[src/rtl/i2c_pkg.sv]
// Shared types and constants for the I2C register-initialisation sequencer.
package i2c_pkg;

  typedef enum logic [2:0] {
    S_IDLE, S_FETCH, S_DECODE, S_ISSUE, S_WAIT, S_DELAY, S_DONE, S_ERROR
  } seq_state_e;

  // Reserved device addresses: end-of-table and timed delay.
  localparam logic [6:0] DEV_END   = 7'h00;
  localparam logic [6:0] DEV_DELAY = 7'h7F;

  // Table entry layout {dev, reg, data}.
  localparam int DEV_LSB  = 16;
  localparam int REG_LSB  = 8;
  localparam int DATA_LSB = 0;

endpackage

[src/rtl/i2c_init_delay.sv]
// Delay-entry tick counter: loads ticks*DELAY_UNIT, counts down, flags the last cycle.
module i2c_init_delay #(
  parameter int DELAY_UNIT = 1000,
  localparam int CNT_W = 8 + $clog2(DELAY_UNIT + 1)
) (
  input  logic       clk,
  input  logic       reset,
  input  logic       load,
  input  logic [7:0] ticks,
  output logic       expire
);

  logic [CNT_W-1:0] cnt_q, cnt_d;

  always_comb begin
    cnt_d = cnt_q;
    if (load)
      cnt_d = CNT_W'(ticks) * CNT_W'(DELAY_UNIT);
    else if (cnt_q != '0)
      cnt_d = cnt_q - 1'b1;
  end

  always_ff @(posedge clk) begin
    if (reset) cnt_q <= '0;
    else       cnt_q <= cnt_d;
  end

  assign expire = (cnt_q == CNT_W'(1));

endmodule

[src/rtl/i2c_init_sequencer.sv]
// Walks the init table and issues one 3-byte I2C write per entry to the byte master.
// Define I2C_SEQ_RETRY_EN to retry NACKed entries up to MAX_RETRY times before aborting.
module i2c_init_sequencer
  import i2c_pkg::*;
#(
  parameter int DEPTH      = 32,
  parameter int DELAY_UNIT = 1000
`ifdef I2C_SEQ_RETRY_EN
  , parameter int MAX_RETRY = 3
`endif
  , localparam int IDX_W   = $clog2(DEPTH)
) (
  input  logic             clk,
  input  logic             reset,
  input  logic             go,
  output logic [IDX_W-1:0] rom_addr,
  input  logic [22:0]      rom_data,
  output logic             m_start,
  output logic [6:0]       m_dev_addr,
  output logic [7:0]       m_reg,
  output logic [7:0]       m_data,
  input  logic             m_busy,
  input  logic             m_done,
  input  logic             m_nack,
  output logic             busy,
  output logic             done,
  output logic             error,
  output logic [IDX_W-1:0] err_index
);

  seq_state_e       state_q, state_d;
  logic [IDX_W-1:0] idx_q, idx_d, eidx_q, eidx_d;
  logic [6:0]       dev_q, dev_d;
  logic [7:0]       reg_q, reg_d, data_q, data_d;
  logic             m_start_q, m_start_d;
  logic             advance, delay_expire;
`ifdef I2C_SEQ_RETRY_EN
  localparam int RTRY_W = $clog2(MAX_RETRY + 1);
  logic [RTRY_W-1:0] retry_q, retry_d;
`endif

  logic [6:0] ent_dev;
  logic [7:0] ent_reg, ent_data;
  assign ent_dev  = rom_data[DEV_LSB +: 7];
  assign ent_reg  = rom_data[REG_LSB +: 8];
  assign ent_data = rom_data[DATA_LSB +: 8];

  // Always loaded in DECODE; only observed while in DELAY.
  i2c_init_delay #(.DELAY_UNIT(DELAY_UNIT)) u_delay (
    .clk    (clk),
    .reset  (reset),
    .load   (state_q == S_DECODE),
    .ticks  (ent_data),
    .expire (delay_expire)
  );

  always_comb begin
    state_d   = state_q;
    idx_d     = idx_q;
    eidx_d    = eidx_q;
    dev_d     = dev_q;
    reg_d     = reg_q;
    data_d    = data_q;
    m_start_d = 1'b0;
    advance   = 1'b0;
`ifdef I2C_SEQ_RETRY_EN
    retry_d   = retry_q;
`endif
    unique case (state_q)
      S_IDLE, S_DONE, S_ERROR: begin
        if (go) begin
          state_d = S_FETCH;
          idx_d   = '0;
`ifdef I2C_SEQ_RETRY_EN
          retry_d = '0;
`endif
        end
      end
      S_FETCH: state_d = S_DECODE;
      S_DECODE: begin
        if (ent_dev == DEV_END) begin
          state_d = S_DONE;
        end else if (ent_dev == DEV_DELAY) begin
          if (ent_data == 8'd0) advance = 1'b1;
          else                  state_d = S_DELAY;
        end else begin
          // Fields stay put through retries of the same entry.
          dev_d   = ent_dev;
          reg_d   = ent_reg;
          data_d  = ent_data;
          state_d = S_ISSUE;
        end
      end
      S_ISSUE: begin
        if (!m_busy) begin
          m_start_d = 1'b1;
          state_d   = S_WAIT;
        end
      end
      S_WAIT: begin
        if (m_done) begin
          if (!m_nack) begin
            advance = 1'b1;
`ifdef I2C_SEQ_RETRY_EN
          end else if (retry_q < RTRY_W'(MAX_RETRY)) begin
            retry_d = retry_q + 1'b1;
            state_d = S_ISSUE;
`endif
          end else begin
            state_d = S_ERROR;
            eidx_d  = idx_q;
          end
        end
      end
      S_DELAY: if (delay_expire) advance = 1'b1;
      default: state_d = S_IDLE;
    endcase

    // Running off the end of the table without a marker is a clean finish.
    if (advance) begin
      if (idx_q == IDX_W'(DEPTH - 1)) begin
        state_d = S_DONE;
      end else begin
        idx_d   = idx_q + 1'b1;
        state_d = S_FETCH;
      end
`ifdef I2C_SEQ_RETRY_EN
      retry_d = '0;
`endif
    end
  end

  always_ff @(posedge clk) begin
    if (reset) begin
      state_q   <= S_IDLE;
      idx_q     <= '0;
      eidx_q    <= '0;
      dev_q     <= '0;
      reg_q     <= '0;
      data_q    <= '0;
      m_start_q <= 1'b0;
`ifdef I2C_SEQ_RETRY_EN
      retry_q   <= '0;
`endif
    end else begin
      state_q   <= state_d;
      idx_q     <= idx_d;
      eidx_q    <= eidx_d;
      dev_q     <= dev_d;
      reg_q     <= reg_d;
      data_q    <= data_d;
      m_start_q <= m_start_d;
`ifdef I2C_SEQ_RETRY_EN
      retry_q   <= retry_d;
`endif
    end
  end

  assign rom_addr   = idx_q;
  assign m_start    = m_start_q;
  assign m_dev_addr = dev_q;
  assign m_reg      = reg_q;
  assign m_data     = data_q;
  assign err_index  = eidx_q;
  assign busy       = !(state_q inside {S_IDLE, S_DONE, S_ERROR});
  assign done       = (state_q == S_DONE);
  assign error      = (state_q == S_ERROR);

endmodule
[config.mk]
export PLATFORM = sky130hd
export DESIGN_NAME = i2c_init_sequencer
export DESIGN_NICKNAME = d
export VERILOG_FILES = /design/src/rtl/i2c_pkg.sv /design/src/rtl/i2c_init_delay.sv /design/src/rtl/i2c_init_sequencer.sv
export SDC_FILE = /design/constraint.sdc
export NUM_CORES = 1
export LEC_CHECK = 0
export CORE_MARGIN = 8
export CORE_UTILIZATION = 49
export DETAILED_ROUTE_END_ITERATION = 8
export HOLD_SLACK_MARGIN = 0.08
export PLACE_DENSITY = 0.86
export SLEW_MARGIN = 20
export SYNTH_ARGS = -nofsm -noshare
export SYNTH_HDL_FRONTEND = slang
export SYNTH_SLANG_ARGS = --single-unit
[constraint.sdc]
create_clock -name clk -period 4 [get_ports clk]
set_input_delay 0.6 -clock clk [delete_from_list [all_inputs] [get_ports clk]]
set_output_delay 0.6 -clock clk [all_outputs]
set_load 0.03 [all_outputs]
==> results of run 1 <==
[cell usage after synthesis (6+ instances only)]
cell,number,area share
nor2_1,33,0.030
nor3_1,10,0.012
xnor2_1,11,0.023
a21o_1,7,0.013
nand2_1,54,0.049
nand2b_1,8,0.012
mux2i_1,6,0.015
or3_1,6,0.0091
and3_1,6,0.0091
a311oi_1,7,0.015
a211oi_1,9,0.016
nand3_1,14,0.017
xor2_1,10,0.021
clkbuf_1,14,0.013
o21ai_0,13,0.016
a21oi_1,40,0.048
fa_1,21,0.10
or4_1,6,0.011
ha_1,48,0.15
dfxtp_1,55,0.27
inv_1,40,0.036
[per-layer routing]
layer | wire [µm] | share of wire | up-vias | global-route usage
met5 | 0 | 0 | - | 0
met4 | 270 | 0.024 | 0 | 0.0654
met3 | 668 | 0.059 | 29 | 0.0323
met2 | 5900 | 0.52 | 126 | 0.348
met1 | 4510 | 0.40 | 1875 | 0.208
li1 | - | - | 1898 | -
[area by class of cell]
type | instances | area [µm²] | share of cell area
multi-input combinational | 370 | 2950 | 0.549
clock buffer | 5 | 68.8 | 0.0128
inverter | 40 | 150 | 0.0280
tap | 105 | 131 | 0.0245
timing repair buffer | 106 | 948 | 0.177
clock inverter | 3 | 22.5 | 0.00420
sequential | 55 | 1100 | 0.205
[cells in the final DEF, fill, tap and decap left out, types with 6 or more instances in the layout]
cell	count
nand3_1	14
a21oi_1	38
nand2_1	54
a21o_1	7
nor2_1	33
or3_1	6
clkdlybuf4s50_1	58
ha_1	41
a211oi_1	7
inv_1	35
fa_1	21
dfxtp_1	55
mux2i_1	6
a311oi_1	7
and3_1	6
nor3_1	7
nand2b_1	8
xnor2_1	11
o21ai_0	9
xor2_1	10
buf_4	41
[power by group]
| part | internal [µW] | switching (µW) | total [µW] |
|---|---|---|---|
| clock network | 126 | 190 | 316 |
| registers | 672 | 134 | 806 |
| logic | 1050 | 1250 | 2290 |
[kinds of logic after synthesis]
group                    synth area share
multiplexers                       0.0145
adder cells (fa/ha/maj)             0.247
buffers and inverters              0.0526
AND/OR/NAND/NOR                     0.208
XOR/XNOR                           0.0444
AO/OA/AOI/OAI                       0.168
flip-flops                          0.266
[per-stage QoR]
stage | area, µm² | total power (µW)
after floorplan | 4150 | 2190
after detailed placement | 5150 | 2870
final | 5370 | 3420
after global placement | 5150 | 2770
after global routing | 5370 | 3660
after CTS | 5300 | 3280
[tightest hold or removal path, stage by stage, from the launching register on]
cell     delay, ns
dfxtp_1       0.32
nand2_1       0.05
a21oi_1       0.05
[final timing paths]
kind                                       start                        endpoint  slack [ns]  cells after the start
hold / removal             m_reg[2]$_SDFFE_PP0P_           m_reg[2]$_SDFFE_PP0P_        0.46                      2
setup reg to reg  u_delay.cnt_q[13]$_SDFFE_PP0P_  u_delay.cnt_q[17]$_SDFFE_PP0P_        1.56                      5
hold reg to reg            m_reg[2]$_SDFFE_PP0P_           m_reg[2]$_SDFFE_PP0P_        0.46                      2
setup / recovery                     rom_data[1]  u_delay.cnt_q[17]$_SDFFE_PP0P_       0.008                     13
[repair_timing]
item                                    CTS  global route
buffers inserted                          2             2
endpoints found under the setup margin    7             6
pin swaps                                 9            17
hold endpoints to repair                  0             0
gates resized for setup                  23            25
==> out/results.ini, run 1 <==
[clock_network]
cts-hold-fix-buffers = 0
clkLatencyLatePin_ns = 0.31
cts-root-to-sink-buffers = 2
cts-root-buf = clkbuf_8
tritoncts_clock_tree = built
htree_levels = 2
cts.reportedPaths.clkPinSlew_ns = 0.10
clock-sinks = 55
tritoncts.num_buffers = 5

[routing]
drc = 0
detail_route.iter0.violations = 187
antenna_violating_nets_post_route = 0
post_drt_wl_per_cell_um = 16.6
first_pass_iters = 5
postRouteWirelength_mm = 11.3
route.detailed.vias_per_inst = 5.74
routed-via-count = 3928

[logic_synthesis]
postSynthCellCount = 482
synth-seq-cells = 55
ys_warn_count = 0
yosysSeqAreaShare = 0.266
netlist_area_before_placement_um2 = 4140
synth_nets = 580
synth_flop_cell = dfxtp_1
postSynth.asyncResetShare = 0
synth_enable_flop_cells = 0
number_of_distinct_library_cells_after_synthesis = 52
average_size_of_a_mapped_cell_um2 = 8.58

[critical_path]
critPathBufInv = 3
critPathCaptureType = flop
critical_path.max_fanout = 3
worst-endpoint-required_ns = 4.24
critPathSlowestCell = fa_1
cp_common_cell = fa_1
crit_path_start_kind = input pin
timing.critical_path.max_delay_family = adder cells
path_class = input pin to flop
worstPathCellList = buf_8 > fa_1 > inv_2 > fa_1 > fa_1 > fa_1 > inv_2 > ha_4 > o21a_1 > o21ai_2 > nor3_2 > or4_4 > o221ai_2
critPathArrivalTime_ns = 4.23
max_stage_delay_ns = 0.56

[placement]
globalplace.congestion = 0.875
dp.cells = 672
dpl.hpwl_mm = 8.61
place_ws_ns = -0.671
io_buffers = 65

[die]
core.rowCount = 33
die_width_um = 108
pin_count = 66
die_span_y_um = 108
core_region_area_um2 = 8220
floorplan.initialDensity = 0.504
dieArea_um2 = 11600

[finish]
post_route_cells_drive_above_1_share = 0.157
number_of_antenna_diodes = 0
synthToLayoutAreaGrowth_pct = 29.7
layoutNonFillerInstCount = 684
final.fill_count = 635
largest_register_ffs = 18
fin_nets = 676
finish.utilization = 0.653

[pwr]
peakVddDrop_mv = 0.385
power_density_nw_per_um2 = 637
power_leakage_uw = 0.00230

[global_route]
grt_pass1_wl_mm = 18.1
grt_usage = 0.187
grt_start_max_net_pins = 30
via_count_of_the_first_global_routing_pass = 3941
grt-ovfl-total = 0
antenna_violations_before_repair = 0

[run_status]
run_status = completed

[sta]
timing_max_transition_violations_final = 0
worst_hold_slack_ns = 0.462
max_slew_margin = 0.286
clock-skew-final_ns = 0.0117
fin_setup_tns_ns = 0
hold_violations = 0
finalCriticalPeriod_ns = 3.99
post-route-period-util = 0.998
grt_setup_unrepaired = true
finalSetupViolCount = 0
worst_slew_pin_slew_ns = 1.07
fmaxAchievable_ghz = 0.251
fin_ws_ns = 0.00805

[min_path]
hold_path_class = flop to flop

[run]
timing.max_cap.violations = 0

Note: power is estimated with default switching activity, not from simulation.
==> run 2, diff against run 1 <==
SYNTH_HIERARCHICAL = 1   (was unset)
==> out/results.ini, run 2 <==
[run_status]
run_status = complete, but fails checks
failed_checks = negative setup slack

[finish]
final_design_area_no_fill_um2 = 5230  ; -2.5%
most-common-layout-cells = 64 x nand2_1, 57 x clkdlybuf4s50_1, 55 x dfxtp_1, 39 x ha_1, 38 x a21oi_1
synthToLayoutAreaGrowth_pct = 27.5
post_route_cells_drive_above_1_share = 0.153  ; -0.00427
fin_nets = 662  ; -2.1%
most_common_cell_after_layout_fill_and_taps_aside = nand2_1
final.fill_count = 631  ; -0.63%
number_of_antenna_diodes = 0  ; unchanged
layoutNonFillerInstCount = 674  ; -1.5%
largest_register_ffs = 18  ; unchanged

[min_path]
hold-path-cell-count = 2  ; unchanged
holdCritStartpoint = m_data[5]$_SDFFE_PP0P_
hold_path_class = flop to flop

[routing]
antenna_violating_nets_post_route = 0  ; unchanged
routed-via-count = 3788  ; -3.6%
post_drt_wl_per_cell_um = 16.3  ; -1.8%
route.detailed.vias_per_inst = 5.62  ; -2.1%
postRouteWirelength_mm = 11.0  ; -3.2%
first_pass_iters = 5  ; unchanged
drc = 0  ; unchanged
detail_route.iter0.violations = 237  ; +27%

[clock_network]
tritoncts_clock_tree = built
cts-root-to-sink-buffers = 2  ; unchanged
cts.reportedPaths.clkPinSlew_ns = 0.11  ; about the same
cts-root-buf = clkbuf_8
cts-hold-fix-buffers = 0  ; unchanged
clkLatencyLatePin_ns = 0.33  ; +0.02 ns
htree_levels = 2  ; unchanged
clock-sinks = 55  ; unchanged
tritoncts.num_buffers = 5  ; unchanged

[logic_synthesis]
postSynth.asyncResetShare = 0  ; unchanged
synth.mux.area_fraction = 0.0226  ; +0.00806
dominant_combinational_cell_family_by_area_after_synthesis = adder cells
synthAdderAreaFrac = 0.237  ; -0.0100
yosysTopAreaCell = dfxtp_1
post_synthesis_simple_gate_area_fraction = 0.210  ; +0.00215
netlist_area_before_placement_um2 = 4100  ; -0.88%
synth_nets = 572  ; -1.4%
number_of_distinct_library_cells_after_synthesis = 60  ; +15%
yosysSeqAreaShare = 0.268  ; +0.00235
synth_flop_cell = dfxtp_1
synth_commonest_cells = 65 x nand2_1, 55 x dfxtp_1, 44 x ha_1
synth-seq-cells = 55  ; unchanged
yosys.area_share.xor_xnor = 0.0406  ; -0.00388
post_synth_main_area_contributors = dfxtp_1 27%, ha_1 13%, fa_1 10%
synth_most_common_cell = nand2_1
synth-compound-area-share = 0.156  ; -0.0113
postSynthCellCount = 478  ; -0.83%
synth_enable_flop_cells = 0  ; unchanged
average_size_of_a_mapped_cell_um2 = 8.58  ; about the same
ys_warn_count = 6  ; +6
synthDominantCellAreaShare = 0.268  ; +0.00235

[critical_path]
cp_common_cell = fa_1
critPathArrivalTime_ns = 4.28  ; +0.05 ns
worstPathCellList = buf_8 > fa_1 > inv_1 > fa_1 > fa_1 > fa_1 > inv_2 > ha_4 > a21oi_4 > o22ai_2 > o311a_1 > or3_1 > a31o_1
reg2reg_depth = 8  ; +3
path_class = input pin to flop
crit_path_start_kind = input pin
reg2reg_slack_ns = 1.29  ; -0.27 ns
worst-endpoint-required_ns = 4.23  ; about the same
critical_path.max_fanout = 3  ; unchanged
r2r-start = u_delay/cnt_q[10]$_SDFFE_PP0P_
max_stage_delay_ns = 0.54  ; -0.02 ns
critPathSlowestCell = fa_1
critPathCaptureType = flop
cp-startpoint = rom_data[1]

[sta]
hold_violations = 0  ; unchanged
grt_setup_unrepaired = true
post-route-period-util = 1.01  ; +0.0138
worst_slew_pin_slew_ns = 0.919  ; -0.148 ns
clock-skew-final_ns = 0.00746  ; -0.00425 ns
fin_ws_ns = -0.0472  ; -0.0552 ns
finalSetupViolCount = 1  ; +1
max_slew_margin = 0.387  ; +0.101
timing_max_transition_violations_final = 0  ; unchanged
worst_hold_slack_ns = 0.461  ; -0.00128 ns
finalCriticalPeriod_ns = 4.05  ; +0.0552 ns
fmaxAchievable_ghz = 0.247  ; -1.4%

[pwr]
power.share.clock = 0.104  ; +0.011
pwr-share-comb = 0.656  ; -0.016
power_density_nw_per_um2 = 641  ; +0.67%
power.switching_uw = 1530  ; -2.5%
peakVddDrop_mv = 0.288  ; -25%
power_frac_seq = 0.240  ; +0.004
p_int_uw = 1820  ; -1.3%
sw_frac_of_total = 0.456  ; -0.00303
total_power_uw = 3350  ; -1.9%
power_leakage_uw = 0.00217  ; -5.5%

[global_route]
grt_usage = 0.189  ; +0.00133
antenna_violations_before_repair = 0  ; unchanged
grt_start_max_net_pins = 52  ; +73%
groute.layer.met1.usage = 0.226  ; +0.0182
grt_busiest_layer = met2
grt_util_met2 = 0.331  ; -0.0175
grt_pass1_wl_mm = 18.2  ; +0.53%
met3_usage = 0.0347  ; +0.00240
grt-ovfl-total = 0  ; unchanged
via_count_of_the_first_global_routing_pass = 3841  ; -2.5%

[placement]
dpl.hpwl_mm = 8.17  ; -5.2%
io_buffers = 65  ; unchanged
globalplace.congestion = 0.908  ; +3.7%
dp.cells = 660  ; -1.8%
place_area_um2 = 5030  ; -2.3%

[die]
core.rowCount = 33  ; unchanged
pin_count = 66  ; unchanged
die_width_um = 107  ; -0.37%
dieArea_um2 = 11600  ; -0.74%
floorplan.initialDensity = 0.502  ; -0.00189
core_region_area_um2 = 8180  ; -0.50%
die_span_y_um = 107  ; -0.37%

[run]
timing.max_cap.violations = 0  ; unchanged

[run 2: repair_timing]
item / 4_1_cts / 5_1_grt
gates resized for setup: 33 / 16
buffers inserted: 3 / 3
cloned: 0 / 0
pin swaps: 13 / 18
setup endpoints to repair: 8 / 6
[run 2: area by class of cell]
type | instances | area, µm² | area share
multi-input cells | 362 | 2820 | 0.540
flip-flops and latches | 55 | 1100 | 0.210
repair buffers | 101 | 916 | 0.175
inverters | 43 | 161 | 0.0309
well taps | 105 | 131 | 0.0251
clock buffers | 5 | 68.8 | 0.0132
clock inverters | 3 | 28.8 | 0.00550
[run 2: cells by family (layout without fill, tap and decap cells)]
family	Yosys count	after routing
compound gates	98	98
xor+xnor	19	19
fa+ha+maj	65	65
buf+inv	61	152
flops	55	55
mux	9	9
simple gates	171	171
[run 2: critical path, delay by kind of cell]
kind / cells / cell delay (ns)
compound gates: 4 / 0.83
buf+inv: 3 / 0.20
simple gates: 1 / 0.37
fa+ha+maj: 5 / 2.27
[run 2: path summary, 6_finish.rpt]
path	endpoint
worst min-delay path	m_data[5]$_SDFFE_PP0P_
worst max-delay path	u_delay/cnt_q[16]$_SDFFE_PP0P_
worst max register to register	rom_addr[3]$_SDFF_PP0_
worst min register to register	m_data[5]$_SDFFE_PP0P_
[run 2: power by group through the flow]
stage	registers, µW	logic (µW)	clock network [µW]
floorplan	862	1350	0
global placement	803	1930	0
detailed placement	810	1990	0
CTS	800	2110	354
global route	824	2400	373
finish	803	2200	348
[run 2: layer usage]
metal,vias to the layer above,share of wire
met5,-,0
met4,0,0.017
met3,18,0.056
met2,126,0.52
met1,1797,0.40
li1,1847,-
[run 2: through the flow]
stage	utilization	setup TNS, ns	setup WS, ns
2_1_floorplan	-	-0.0236	-0.0236
3_3_place_gp	0.615	-3.66	-0.603
3_5_place_dp	0.615	-4.59	-0.706
4_1_cts	0.635	-0.0281	-0.0281
5_1_grt	0.640	-0.164	-0.126
6_report	0.640	-0.0472	-0.0472
==> run 3, diff against run 2 <==
TNS_END_PERCENT = 1   (was unset)
==> out/results.ini, run 3 (synthesis results as in run 2) <==
[run_status]
run_status = complete, but fails checks
failed_checks = negative setup slack

[critical_path]
path_class = input pin to flop
critPathSlowestCell = fa_1
worst-endpoint-required_ns = 4.23  ; about the same
max_stage_delay_ns = 0.53  ; about the same
crit_path_start_kind = input pin
critical_path.max_fanout = 3  ; unchanged
timing.critical_path.max_delay_family = adder cells
critPathArrivalTime_ns = 4.27  ; about the same
critPathCaptureType = flop
cp_common_cell = fa_1
critPathBufInv = 3  ; unchanged
worstPathCellList = buf_8 > fa_1 > inv_1 > fa_1 > fa_1 > fa_1 > inv_2 > ha_4 > a21oi_4 > o22ai_2 > o311a_1 > or3_1 > a31o_1

[finish]
finish.utilization = 0.640  ; unchanged
fin_nets = 662  ; unchanged
most-common-layout-cells = 64 x nand2_1, 57 x clkdlybuf4s50_1, 55 x dfxtp_1, 39 x ha_1, 38 x a21oi_1
seq_area_um2 = 1100  ; unchanged
largest_register_ffs = 18  ; unchanged
multiInputGateArea_um2 = 2820  ; unchanged
final.fill_count = 631  ; unchanged
post_route_cells_drive_above_1_share = 0.153  ; unchanged
most_common_cell_after_layout_fill_and_taps_aside = nand2_1
layoutNonFillerInstCount = 674  ; unchanged
number_of_antenna_diodes = 0  ; unchanged
synthToLayoutAreaGrowth_pct = 27.5  ; unchanged

[sta]
grt_setup_unrepaired = true
fin_ws_ns = -0.0364  ; +0.0108 ns
fin_setup_tns_ns = -0.0364  ; +0.0108 ns
post-route-period-util = 1.01  ; -0.00270
hold_violations = 0  ; unchanged
timing_max_transition_violations_final = 0  ; unchanged
max_slew_margin = 0.371  ; -0.0165
clock-skew-final_ns = 0.00925  ; +0.00178 ns
finalSetupViolCount = 1  ; unchanged
fmaxAchievable_ghz = 0.248  ; +0.27%
worst_hold_slack_ns = 0.461  ; +0.000319 ns
worst_slew_pin_slew_ns = 0.944  ; +0.0247 ns
finalCriticalPeriod_ns = 4.04  ; -0.0108 ns

[routing]
routed-via-count = 3812  ; +0.63%
post_drt_wl_per_cell_um = 16.3  ; about the same
route.detailed.vias_per_inst = 5.66  ; +0.63%
postRouteWirelength_mm = 11.0  ; about the same
first_pass_iters = 5  ; unchanged
antenna_violating_nets_post_route = 0  ; unchanged
drc = 0  ; unchanged
detail_route.iter0.violations = 287  ; +21%

[clock_network]
cts-root-to-sink-buffers = 2  ; unchanged
cts.reportedPaths.clkPinSlew_ns = 0.12  ; about the same
tritoncts_clock_tree = built
cts-root-buf = clkbuf_8
clkLatencyLatePin_ns = 0.33  ; about the same
tritoncts.num_buffers = 5  ; unchanged
htree_levels = 2  ; unchanged
clock-sinks = 55  ; unchanged

[global_route]
via_count_of_the_first_global_routing_pass = 3841  ; unchanged
antenna_violations_before_repair = 0  ; unchanged
grt-ovfl-total = 0  ; unchanged
grt_start_max_net_pins = 52  ; unchanged
grt_pass1_wl_mm = 18.2  ; unchanged
grt_usage = 0.189  ; unchanged

[min_path]
hold_path_class = flop to flop

[die]
die_span_y_um = 107  ; unchanged
core_region_area_um2 = 8180  ; unchanged
pin_count = 66  ; unchanged
dieArea_um2 = 11600  ; unchanged
core.rowCount = 33  ; unchanged
die_width_um = 107  ; unchanged
floorplan.initialDensity = 0.502  ; unchanged

[pwr]
total_power_uw = 3350  ; about the same
peakVddDrop_mv = 0.289  ; +0.33%
power_leakage_uw = 0.00217  ; unchanged
power_density_nw_per_um2 = 641  ; about the same

[placement]
globalplace.congestion = 0.908  ; unchanged
dp.cells = 660  ; unchanged
dpl.hpwl_mm = 8.17  ; unchanged
io_buffers = 65  ; unchanged

[run]
timing.max_cap.violations = 0  ; unchanged

[run 3: metrics by stage]
step | setup WS [ns] | cell area (µm²)
finish | -0.0364 | 5230
global route | -0.126 | 5230
CTS | -0.0281 | 5190
detailed placement | -0.706 | 5030
global placement | -0.603 | 5030
floorplan | -0.0236 | 4130
[run 3: worst paths after layout]
check                            startpoint                        endpoint  slack (ns)  cells after the start
max reg2reg  u_delay/cnt_q[10]$_SDFFE_PP0P_          rom_addr[3]$_SDFF_PP0_        1.29                      8
max                             rom_data[1]  u_delay/cnt_q[16]$_SDFFE_PP0P_       -0.04                     13
min reg2reg          m_data[5]$_SDFFE_PP0P_          m_data[5]$_SDFFE_PP0P_        0.46                      2
min                  m_data[5]$_SDFFE_PP0P_          m_data[5]$_SDFFE_PP0P_        0.46                      2
[run 3: final cells by class]
type	instances	area share
Clock inverter	3	0.00550
Sequential cell	55	0.210
Tap cell	105	0.0251
Timing Repair Buffer	101	0.175
Inverter	43	0.0309
Clock buffer	5	0.0132
Multi-Input combinational cell	362	0.540
[run 3: tightest hold or removal path, stage by stage, from the launching register on]
cell	delay (ns)
dfxtp_1	0.33
nand2_1	0.05
a21oi_1	0.05
[run 3: metal layers]
layer,global-route usage,routed length (µm),vias up
met1,0.226,4410,1817
met2,0.331,5750,134
met3,0.0347,638,16
met4,0.0614,184,0
li1,-,-,1845
met5,0,0,-
[run 3: power by group]
group          leakage (µW)  total [µW]  switching (µW)  internal (µW)
sequential         0.000449         804             129            675
combinational       0.00168        2200            1180           1020
clock             0.0000502         348             217            131
[run 3: repair_timing]
item,CTS,global route
setup endpoints to repair,8,6
buffers inserted,3,3
hold buffers,0,0
endpoints found under the hold margin,0,0
pin swaps,13,16
resized for setup,33,16
